<file path="src/rtl/boot_image_writer_pkg.sv">
// Shared encodings for the boot init sequencer and the loader word handshake.
// The SD-card loader decodes these same values, so they live in one place.
package boot_image_writer_pkg;

    // Boot sequencer states. Values 2 and 5-7 are never produced.
    typedef enum logic [2:0] {
        INIT_ST_RESET    = 3'd0,
        INIT_ST_WAIT_CAL = 3'd1,
        INIT_ST_LOAD     = 3'd3,
        INIT_ST_DONE     = 3'd4
    } init_st_e;

    // Loader-facing handshake states. Zero means "ready for a word".
    typedef enum logic [7:0] {
        CTRL_IDLE    = 8'd0,
        CTRL_REQ     = 8'd1,
        CTRL_WAIT_WE = 8'd2
    } ctrl_st_e;

    // Each image word occupies four bytes of main memory.
    localparam int unsigned WORD_BYTES = 4;

endpackage

</file>
<file path="src/rtl/boot_image_writer_boot_init_seq.sv">
// Boot init sequencer: waits for memory calibration, opens the load window
// for the SD-card loader and releases the CPU once the image is in memory.
module boot_init_seq
    import boot_image_writer_pkg::*;
(
    input  logic     clk27mhz,
    input  logic     reset,
    input  logic     calib_i,
    input  logic     ld_done_i,
    input  logic     ctrl_idle_i,
    output init_st_e main_init_state_o,
    output logic     boot_release_o
);

    init_st_e state_q;
    logic     release_q;

    // Sequencer with boot_release registered alongside the DONE transition,
    // so both become visible in the same cycle.
    always_ff @(posedge clk27mhz) begin
        if (reset) begin
            state_q   <= INIT_ST_RESET;
            release_q <= 1'b0;
        end else begin
            case (state_q)
                INIT_ST_RESET: begin
                    state_q <= INIT_ST_WAIT_CAL;
                end
                INIT_ST_WAIT_CAL: begin
                    // Once past here, calibration dropping is ignored.
                    if (calib_i) begin
                        state_q <= INIT_ST_LOAD;
                    end
                end
                INIT_ST_LOAD: begin
                    // A word still in flight must finish before DONE.
                    if (ld_done_i && ctrl_idle_i) begin
                        state_q   <= INIT_ST_DONE;
                        release_q <= 1'b1;
                    end
                end
                INIT_ST_DONE: begin
                    state_q <= INIT_ST_DONE;
                end
                default: begin
                    state_q   <= INIT_ST_RESET;
                    release_q <= 1'b0;
                end
            endcase
        end
    end

    assign main_init_state_o = state_q;
    assign boot_release_o    = release_q;

endmodule

</file>
<file path="src/rtl/boot_image_writer.sv">
// Boot image writer: takes the SD-card loader's word stream through the
// WE/ctrl_state handshake and writes each word to main memory at an
// incrementing byte address over a req/ack port. Keeps a saturating word
// count, a running modulo-2^32 checksum and a sticky overflow flag.
module boot_image_writer
    import boot_image_writer_pkg::*;
#(
    parameter int unsigned        ADDR_W    = 32,
    parameter logic [ADDR_W-1:0]  BASE_ADDR = '0,
    parameter logic [31:0]        MAX_WORDS = 32'h0004_0000
) (
    input  logic              clk27mhz,
    input  logic              reset,
    input  logic              mem_calib_done,
    input  logic [31:0]       ld_data,
    input  logic              ld_we,
    input  logic              ld_done,
    output logic [7:0]        ctrl_state,
    output logic [2:0]        main_init_state,
    output logic              mem_req,
    output logic [ADDR_W-1:0] mem_addr,
    output logic [31:0]       mem_wdata,
    input  logic              mem_ack,
    output logic              boot_release,
    output logic [31:0]       word_count,
    output logic [31:0]       checksum,
    output logic              overflow
);

    // Word count stops at all-ones instead of wrapping.
    function automatic logic [31:0] sat_inc32(input logic [31:0] v);
        return (v == 32'hFFFF_FFFF) ? v : v + 32'd1;
    endfunction

    ctrl_st_e          ctrl_q;
    logic              req_q;
    logic [ADDR_W-1:0] addr_q;
    logic [31:0]       wdata_q;
    logic [31:0]       count_q;
    logic [31:0]       sum_q;
    logic              ovf_q;

    logic [ADDR_W-1:0] addr_d;
    logic [31:0]       count_d;
    logic [31:0]       sum_d;

    init_st_e          init_st;
    logic              release_w;
    logic              load_active;
    logic              can_write;

    boot_init_seq u_init_seq (
        .clk27mhz          (clk27mhz),
        .reset             (reset),
        .calib_i           (mem_calib_done),
        .ld_done_i         (ld_done),
        .ctrl_idle_i       (ctrl_q == CTRL_IDLE),
        .main_init_state_o (init_st),
        .boot_release_o    (release_w)
    );

    // Post-ack bookkeeping values; the address wraps at 2^ADDR_W naturally.
    always_comb begin
        addr_d      = addr_q + ADDR_W'(WORD_BYTES);
        count_d     = sat_inc32(count_q);
        sum_d       = sum_q + wdata_q;
        load_active = (init_st == INIT_ST_LOAD);
        can_write   = (count_q < MAX_WORDS);
    end

    // Word handshake FSM. ctrl_state never returns to IDLE while ld_we is
    // high, so a word held by the loader is captured exactly once.
    always_ff @(posedge clk27mhz) begin
        if (reset) begin
            ctrl_q  <= CTRL_IDLE;
            req_q   <= 1'b0;
            addr_q  <= BASE_ADDR;
            wdata_q <= 32'd0;
            count_q <= 32'd0;
            sum_q   <= 32'd0;
            ovf_q   <= 1'b0;
        end else begin
            case (ctrl_q)
                CTRL_IDLE: begin
                    // Writes outside the load window are ignored.
                    if (load_active && ld_we) begin
                        wdata_q <= ld_data;
                        if (can_write) begin
                            req_q  <= 1'b1;
                            ctrl_q <= CTRL_REQ;
                        end else begin
                            // Drop the word but still cycle the handshake so
                            // the loader keeps moving.
                            ovf_q  <= 1'b1;
                            ctrl_q <= CTRL_WAIT_WE;
                        end
                    end
                end
                CTRL_REQ: begin
                    // Address and data held stable until memory accepts.
                    if (mem_ack) begin
                        req_q   <= 1'b0;
                        count_q <= count_d;
                        sum_q   <= sum_d;
                        addr_q  <= addr_d;
                        ctrl_q  <= ld_we ? CTRL_WAIT_WE : CTRL_IDLE;
                    end
                end
                CTRL_WAIT_WE: begin
                    if (!ld_we) begin
                        ctrl_q <= CTRL_IDLE;
                    end
                end
                default: begin
                    req_q  <= 1'b0;
                    ctrl_q <= CTRL_IDLE;
                end
            endcase
        end
    end

    assign ctrl_state      = ctrl_q;
    assign main_init_state = init_st;
    assign mem_req         = req_q;
    assign mem_addr        = addr_q;
    assign mem_wdata       = wdata_q;
    assign boot_release    = release_w;
    assign word_count      = count_q;
    assign checksum        = sum_q;
    assign overflow        = ovf_q;

endmodule

</file>
<file path="config.mk">
export PLATFORM = sky130hd
export DESIGN_NAME = boot_image_writer
export DESIGN_NICKNAME = d
export VERILOG_FILES = /design/src/rtl/boot_image_writer_pkg.sv /design/src/rtl/boot_image_writer_boot_init_seq.sv /design/src/rtl/boot_image_writer.sv
export SDC_FILE = /design/constraint.sdc
export NUM_CORES = 1
export LEC_CHECK = 0
export ABC_CLOCK_PERIOD_IN_PS = 4600
export BUFFER_PORTS_ARGS = -buffer_cell sky130_fd_sc_hd__buf_2
export CAP_MARGIN = 5
export CORE_MARGIN = 10
export CORE_UTILIZATION = 57
export CTS_BUF_LIST = sky130_fd_sc_hd__clkbuf_8 sky130_fd_sc_hd__clkbuf_16
export DETAILED_ROUTE_END_ITERATION = 10
export GPL_ROUTABILITY_DRIVEN = 0
export PLACE_DENSITY = 0.85
export SLEW_MARGIN = 25
export SYNTH_ARGS = -nofsm -noshare
export SYNTH_HDL_FRONTEND = slang
export SYNTH_HIERARCHICAL = 1
export SYNTH_SLANG_ARGS = --single-unit
</file>
<file path="constraint.sdc">
create_clock -name clk27mhz -period 4.6 [get_ports clk27mhz]
set_input_delay 0 -clock clk27mhz [delete_from_list [all_inputs] [get_ports clk27mhz]]
set_output_delay 0 -clock clk27mhz [all_outputs]
set_load 0.02 [all_outputs]
</file>
After elaboration in Yosys (flattened, before gate mapping)
Index checks and enable logic that the tools add are counted.
{"block": "classes", "addsub": 3, "n_lt_le_gt_ge": 1, "n_eq_ne": 12, "muxes": 15, "bitwise_logic": 4, "n_reduce_logical": 13}
{"op": "32-bit by 1-bit adder with 32-bit output (second input constant)", "count": 1}
{"op": "32-bit by 3-bit adder with 32-bit output (second input constant)", "count": 1}
{"op": "32-bit adder", "count": 1}
{"op": "32-bit == test (second input constant)", "count": 1}
{"op": "32-bit by 19-bit < comparator with 1-bit output (second input constant)", "count": 1}
{"op": "8-bit 2-to-1 mux", "count": 3}
{"op": "8-bit one-hot mux with 3 select lines", "count": 1}
{"op": "3-bit one-hot mux with 4 select lines", "count": 1}
{"op": "2-bit inequality test (second input constant)", "count": 5}
{"op": "3-bit AND reduction", "count": 3}
{"op": "8-bit by 1-bit == test with 1-bit output (second input constant)", "count": 1}
{"op": "8-bit by 2-bit == test with 1-bit output (second input constant)", "count": 1}
{"op": "8-bit logical NOT", "count": 1}
{"op": "2-bit AND reduction", "count": 4}
{"op": "3-bit 2-to-1 mux", "count": 2}
{"op": "1-bit 2-to-1 mux", "count": 4}
{"op": "2-bit 2-to-1 mux", "count": 2}
{"op": "1-bit NOT", "count": 4}
{"op": "4-bit AND reduction", "count": 1}
{"op": "3-bit by 1-bit == test with 1-bit output (second input constant)", "count": 1}
{"op": "3-bit by 2-bit == test with 1-bit output (second input constant)", "count": 1}
{"op": "3-bit == test (second input constant)", "count": 1}
{"op": "3-bit logical NOT", "count": 1}
{"op": "1-bit one-hot mux with 3 select lines", "count": 1}
{"op": "other kinds (4)", "count": 5}
{"block": "word_totals", "regBits": 142, "inputBits": 38, "elab_cells": 57}

Depth between registers and ports, before layout
{"block": "logic_depth", "word_depth": 4, "depth_mapped": 11}

By module
Netlist, hierarchy kept.
{"mod": "boot_image_writer", "instances": 1, "cells_each": 833, "area_each_um2": 6693.9, "seq_area_each_um2": 2602.5}
{"mod": "boot_init_seq", "instances": 1, "cells_each": 15, "area_each_um2": 171.4, "seq_area_each_um2": 80.1}

Worst setup path after synthesis
OpenSTA, ideal clock, no wires.
{"block": "synth_path", "path_kind": "register to register", "from": "register wdata_q[0] (netlist: mem_wdata[0])", "to": "register sum_q[30] (netlist: checksum[30])", "setup_ns": 0.114, "arrival_time_ns": 2.739, "required_time_ns": 4.486, "slack_ns": 1.747, "path_stages_with_launch": 12, "path_cell_list": "dfxtp_1 > ha_1 > fa_1 > a21oi_1 > o22ai_1 > o31ai_1 > o31a_1 > o211a_1 > o21ai_0 > a31oi_1 > xnor2_1 > a21o_1"}
{"block": "synth_via", "elab_chain_len": 1}
{"item": "start: declaration", "line": "boot_image_writer.sv:38", "source": "logic [31:0] wdata_q;"}
{"item": "start signal: assignment", "line": "boot_image_writer.sv:87", "source": "wdata_q <= ld_data;"}
{"item": "32-bit adder", "line": "boot_image_writer.sv:66", "source": "sum_d = sum_q + wdata_q;"}
{"item": "end signal: assignment", "line": "boot_image_writer.sv:104", "source": "sum_q <= sum_d;"}
{"item": "end: declaration", "line": "boot_image_writer.sv:40", "source": "logic [31:0] sum_q;"}
No other way between the ends.
A chain may end at the register's enable or synchronous reset.

Final worst setup path
Ends and elaborated chain as after synthesis.

==> results <==
- The worst-margin pin slew is 733.6 ps.
- The number of synthesized flops with an enable pin is 0.
- The core footprint is 0.01191 mm^2.
- The clock net in this run drives a total of 134 sinks.
- The H-tree was split into 4 levels.
- Summing internal, switching and leakage power gives 2.679 mW.
- The final-layout fill cell count is 898.
- Setup repair after global routing left no endpoint under its margin.
- Static timing analysis puts the maximum clock frequency at 308.9 MHz.
- The first global-routing pass estimated 30.82 mm of wire.
- TritonCTS built the clock tree.
- The layer with the highest usage is met2.
- After clock tree synthesis, the clock-pin slew on the worst setup and hold paths is 60 ps.
- Clock latency on the worst-skew pair, taken at its later pin, is 420 ps.
- Counting flops with an async set or reset pin after synthesis yields a share of 0.
- Summed over all layers, the routed wires come to 19.31 mm.
- The critical setup path kind is register to register.
- The total number of yosys warnings is 6.
- 180 I/O pins were placed.
- The clock passes through at most 2 buffers.
- The run finished with clean final reports.
- Headroom to the max-slew limit came out at 0.5101.
- The count of final hold-check violations is 0.
- The detailed-router iteration count before antenna repair is 5.
- The maximum number of pins on one net before global-route repair is 74.
- For the final routed database, the setup TNS stands at 0 ps.
- For this block, the initial DRC count from the detailed router was 390.
- The clock root buffer is sky130_fd_sc_hd__clkbuf_16.
- The signal arrival time at the worst endpoint is 3550 ps.
- In the global route stage, overall resource usage came out at 0.2246.
- The initial antenna violation count is 2.
- The post-cts resize count is 0.
- Between clock sinks in the finished design, the worst skew comes to 9.749 ps.
- The global-route met3 utilization is 0.07221.
- The count of buffers added on input and output ports is 171.
- For this run, the leading register cell type out of synthesis is sky130_fd_sc_hd__dfxtp_1.
- The path class of the tightest hold or removal check is primary input to register.
- The number of rows in the core area is 40.
- The initial standard-cell utilization of the core is 0.5764.
- The max-capacitance violation count is 0.
- Data on the critical path is required at its endpoint by 4910 ps.
- The time the final worst path needs with I/O delays and setup is 3237 ps.
- Dividing total power by cell area gives a power density of 305.4 mW/mm^2.
- The overall die height is 129.7 um.
- The worst vdd rail ir drop is 297.7 uV.
- The fraction of final layout cells sized beyond drive strength 1 is 0.2091.
- The half-perimeter wire length after placement is 13.18 mm.
- In the final design database the tool counted 1117 nets.
- The via count of the first global-routing pass is 6429.
- The die outline area is 0.01683 mm^2.
- Of the available clock period, the critical path in the final layout requires 0.7037.
- The share of the Yosys chip area taken by registers is 0.3907.
- The number of slew-limit violations in the final report is 0.
- The routing usage on met1 is 0.2563.
- The count of distinct cell types in the synthesized netlist is 68.
- The total grt overflow is 0.
- With fillers left out, the area of the finished cells amounts to 0.008771 mm^2.
- The sort of element at the start of the critical path is a register.
- The antenna violation net count after detailed routing is 0.
- From synthesis to final layout, the design area changed by 27.76%.
- The average instance in the mapped netlist occupies 8.096 um^2.
- The CTS buffer count is 17.
- The wire length per cell is 16.01 um.
- In this run the cell area measured after placement is 0.007796 mm^2.
- The via-per-instance ratio is 5.517.
- The kind of end point of the critical path is a register.
- The total of endpoints with negative setup slack in the final report is 0.
- The leakage power is 3.981 nW.
- The gate count of the mapped netlist is 848.
- The post-synthesis cell area is 0.006865 mm^2.
- After synthesis the netlist holds a flip-flop and latch count of 134.
- The total number of vias is 6654.
- In this run the worst path has a maximum fanout of 5.
- The floorplan step set the die width to 129.7 um.
- For met2 alone, demand over resource in global routing was 0.3860.
- After detailed routing, the number of remaining DRC violations is 0.
per-stage QoR:
stage / utilization / setup slack, ps / hold slack [ps] / cells
2_1_floorplan: - / 1747 / 78.47 / 855
3_3_place_gp: 0.6545 / 1477 / 241.2 / 1137
3_5_place_dp: 0.6545 / 1366 / 246.3 / 1137
4_1_cts: 0.7359 / 1352 / 84.48 / 1204
5_1_grt: 0.7363 / 1109 / 108.8 / 1206
6_report: 0.7363 / 1363 / 98.83 / 1206
Yosys cell counts (3+ instances only):
master	count	area [um^2]
sky130_fd_sc_hd__and3_1	11	68.82
sky130_fd_sc_hd__ha_1	33	412.9
sky130_fd_sc_hd__o21ai_0	26	130.1
sky130_fd_sc_hd__nand2_1	163	611.8
sky130_fd_sc_hd__nand3_1	24	120.1
sky130_fd_sc_hd__xnor2_1	34	297.8
sky130_fd_sc_hd__o211ai_1	3	22.52
sky130_fd_sc_hd__nor2_1	86	322.8
sky130_fd_sc_hd__inv_1	17	63.81
sky130_fd_sc_hd__nor3_1	7	35.03
sky130_fd_sc_hd__xor2_1	42	367.9
sky130_fd_sc_hd__o21bai_1	5	37.54
sky130_fd_sc_hd__nor2b_1	5	31.28
sky130_fd_sc_hd__or4b_1	3	30.03
sky130_fd_sc_hd__and4_1	3	26.28
sky130_fd_sc_hd__buf_4	8	60.06
sky130_fd_sc_hd__clkbuf_1	30	112.6
sky130_fd_sc_hd__a21oi_1	95	475.5
sky130_fd_sc_hd__nand3b_1	4	30.03
sky130_fd_sc_hd__o21a_1	3	22.52
sky130_fd_sc_hd__a21o_1	16	120.1
sky130_fd_sc_hd__a22o_1	3	26.28
sky130_fd_sc_hd__buf_1	3	11.26
sky130_fd_sc_hd__nand4_1	16	100.1
sky130_fd_sc_hd__a31oi_1	4	25.02
sky130_fd_sc_hd__nor4_1	6	37.54
sky130_fd_sc_hd__and2_1	3	18.77
sky130_fd_sc_hd__a211oi_1	6	45.04
sky130_fd_sc_hd__or3_1	11	68.82
sky130_fd_sc_hd__dfxtp_1	134	2683
per-layer routing:
metal  wire length [um]  share of wire
met2               9395           0.49
met5                  0              0
met1               8263           0.43
met4                396          0.021
met3               1256          0.065
path summary, 6_finish.rpt:
check | start | endpoint | slack [ps] | cells past startpoint
worst max-delay path | mem_wdata[0] | checksum[30] | 1360 | 11
worst min-delay path | reset | word_count[16] | 100 | 2
worst max register to register | mem_wdata[0] | checksum[30] | 1360 | 11
worst min register to register | mem_wdata[24] | mem_wdata[24] | 470 | 2
worst max-delay path: stages, from the launching register on:
cell	delay (ps)
sky130_fd_sc_hd__dfxtp_1	320
sky130_fd_sc_hd__ha_1	220
sky130_fd_sc_hd__fa_1	410
sky130_fd_sc_hd__a21oi_1	230
sky130_fd_sc_hd__o22ai_1	140
sky130_fd_sc_hd__o31ai_1	590
sky130_fd_sc_hd__o31a_1	300
sky130_fd_sc_hd__o211a_1	280
sky130_fd_sc_hd__o21ai_0	170
sky130_fd_sc_hd__a31oi_1	230
sky130_fd_sc_hd__xnor2_1	90
sky130_fd_sc_hd__a21o_1	150
placed cells by master, fill, tap and decap left out, drive strengths merged, types with 3 or more instances in the layout:
cell | netlist | routed
a211oi | 6 | 6
a21o | 16 | 16
a21oi | 95 | 95
a22o | 3 | 3
a31oi | 4 | 4
and2 | 3 | 3
and3 | 11 | 11
and4 | 4 | 4
buf | 12 | 177
bufinv | 0 | 3
clkbuf | 30 | 21
clkinv | 0 | 4
conb | 1 | 8
dfxtp | 134 | 134
dlygate4sd3 | 0 | 36
ha | 33 | 33
inv | 17 | 19
nand2 | 163 | 163
nand3 | 25 | 25
nand3b | 4 | 4
nand4 | 17 | 17
nor2 | 87 | 87
nor2b | 5 | 5
nor3 | 7 | 7
nor3b | 3 | 3
nor4 | 7 | 7
o211ai | 3 | 3
o21a | 3 | 3
o21ai | 26 | 26
o21bai | 5 | 5
or3 | 11 | 11
or4b | 3 | 3
xnor2 | 34 | 34
xor2 | 42 | 42
power by group:
group	total, mW	leakage, nW	switching, mW	internal [mW]
logic	0.113	2.59	0.0653	0.0481
registers	1.17	1.08	0.00650	1.17
clock network	1.39	0.307	0.491	0.900
cell families after synthesis:
family,count (synthesis),share of synthesized area
AND/OR/NAND/NOR,359,0.2453
AO/OA/AOI/OAI,182,0.1620
flip-flops,134,0.3907
XOR/XNOR,76,0.09696
buffers and inverters,59,0.03681
adder cells (fa/ha/maj),34,0.06306
multiplexers,3,0.004556
other,1,0.0005462
sequential cells by signal, summed over array words and instances, names as in the netlist:
register and flops:
mem_wdata 32, checksum 32, mem_addr 30, u_init_seq/main_init_state_o 3, u_init_seq/boot_release_o 1, overflow 1
word_count 32, ctrl_state 2, mem_req 1
repair_timing:
| item | CTS | global route |
|---|---|---|
| hold endpoints to repair | 39 | 0 |
| buffers inserted | 0 | 0 |
| hold buffers | 36 | 0 |
final cells by class:
cell class / instances / area, um^2 / share of cell area
Timing Repair Buffer: 213 / 1264 / 0.1441
Sequential cell: 134 / 2683 / 0.3058
Multi-Input combinational cell: 662 / 3963 / 0.4518
Tap cell: 147 / 183.9 / 0.02097
Clock inverter: 10 / 128.9 / 0.01469
Clock buffer: 21 / 480.5 / 0.05478
Antenna cell: 2 / 5.005 / 0.0005706
Inverter: 17 / 63.81 / 0.007275
Note: power is estimated with default switching activity, not from simulation.
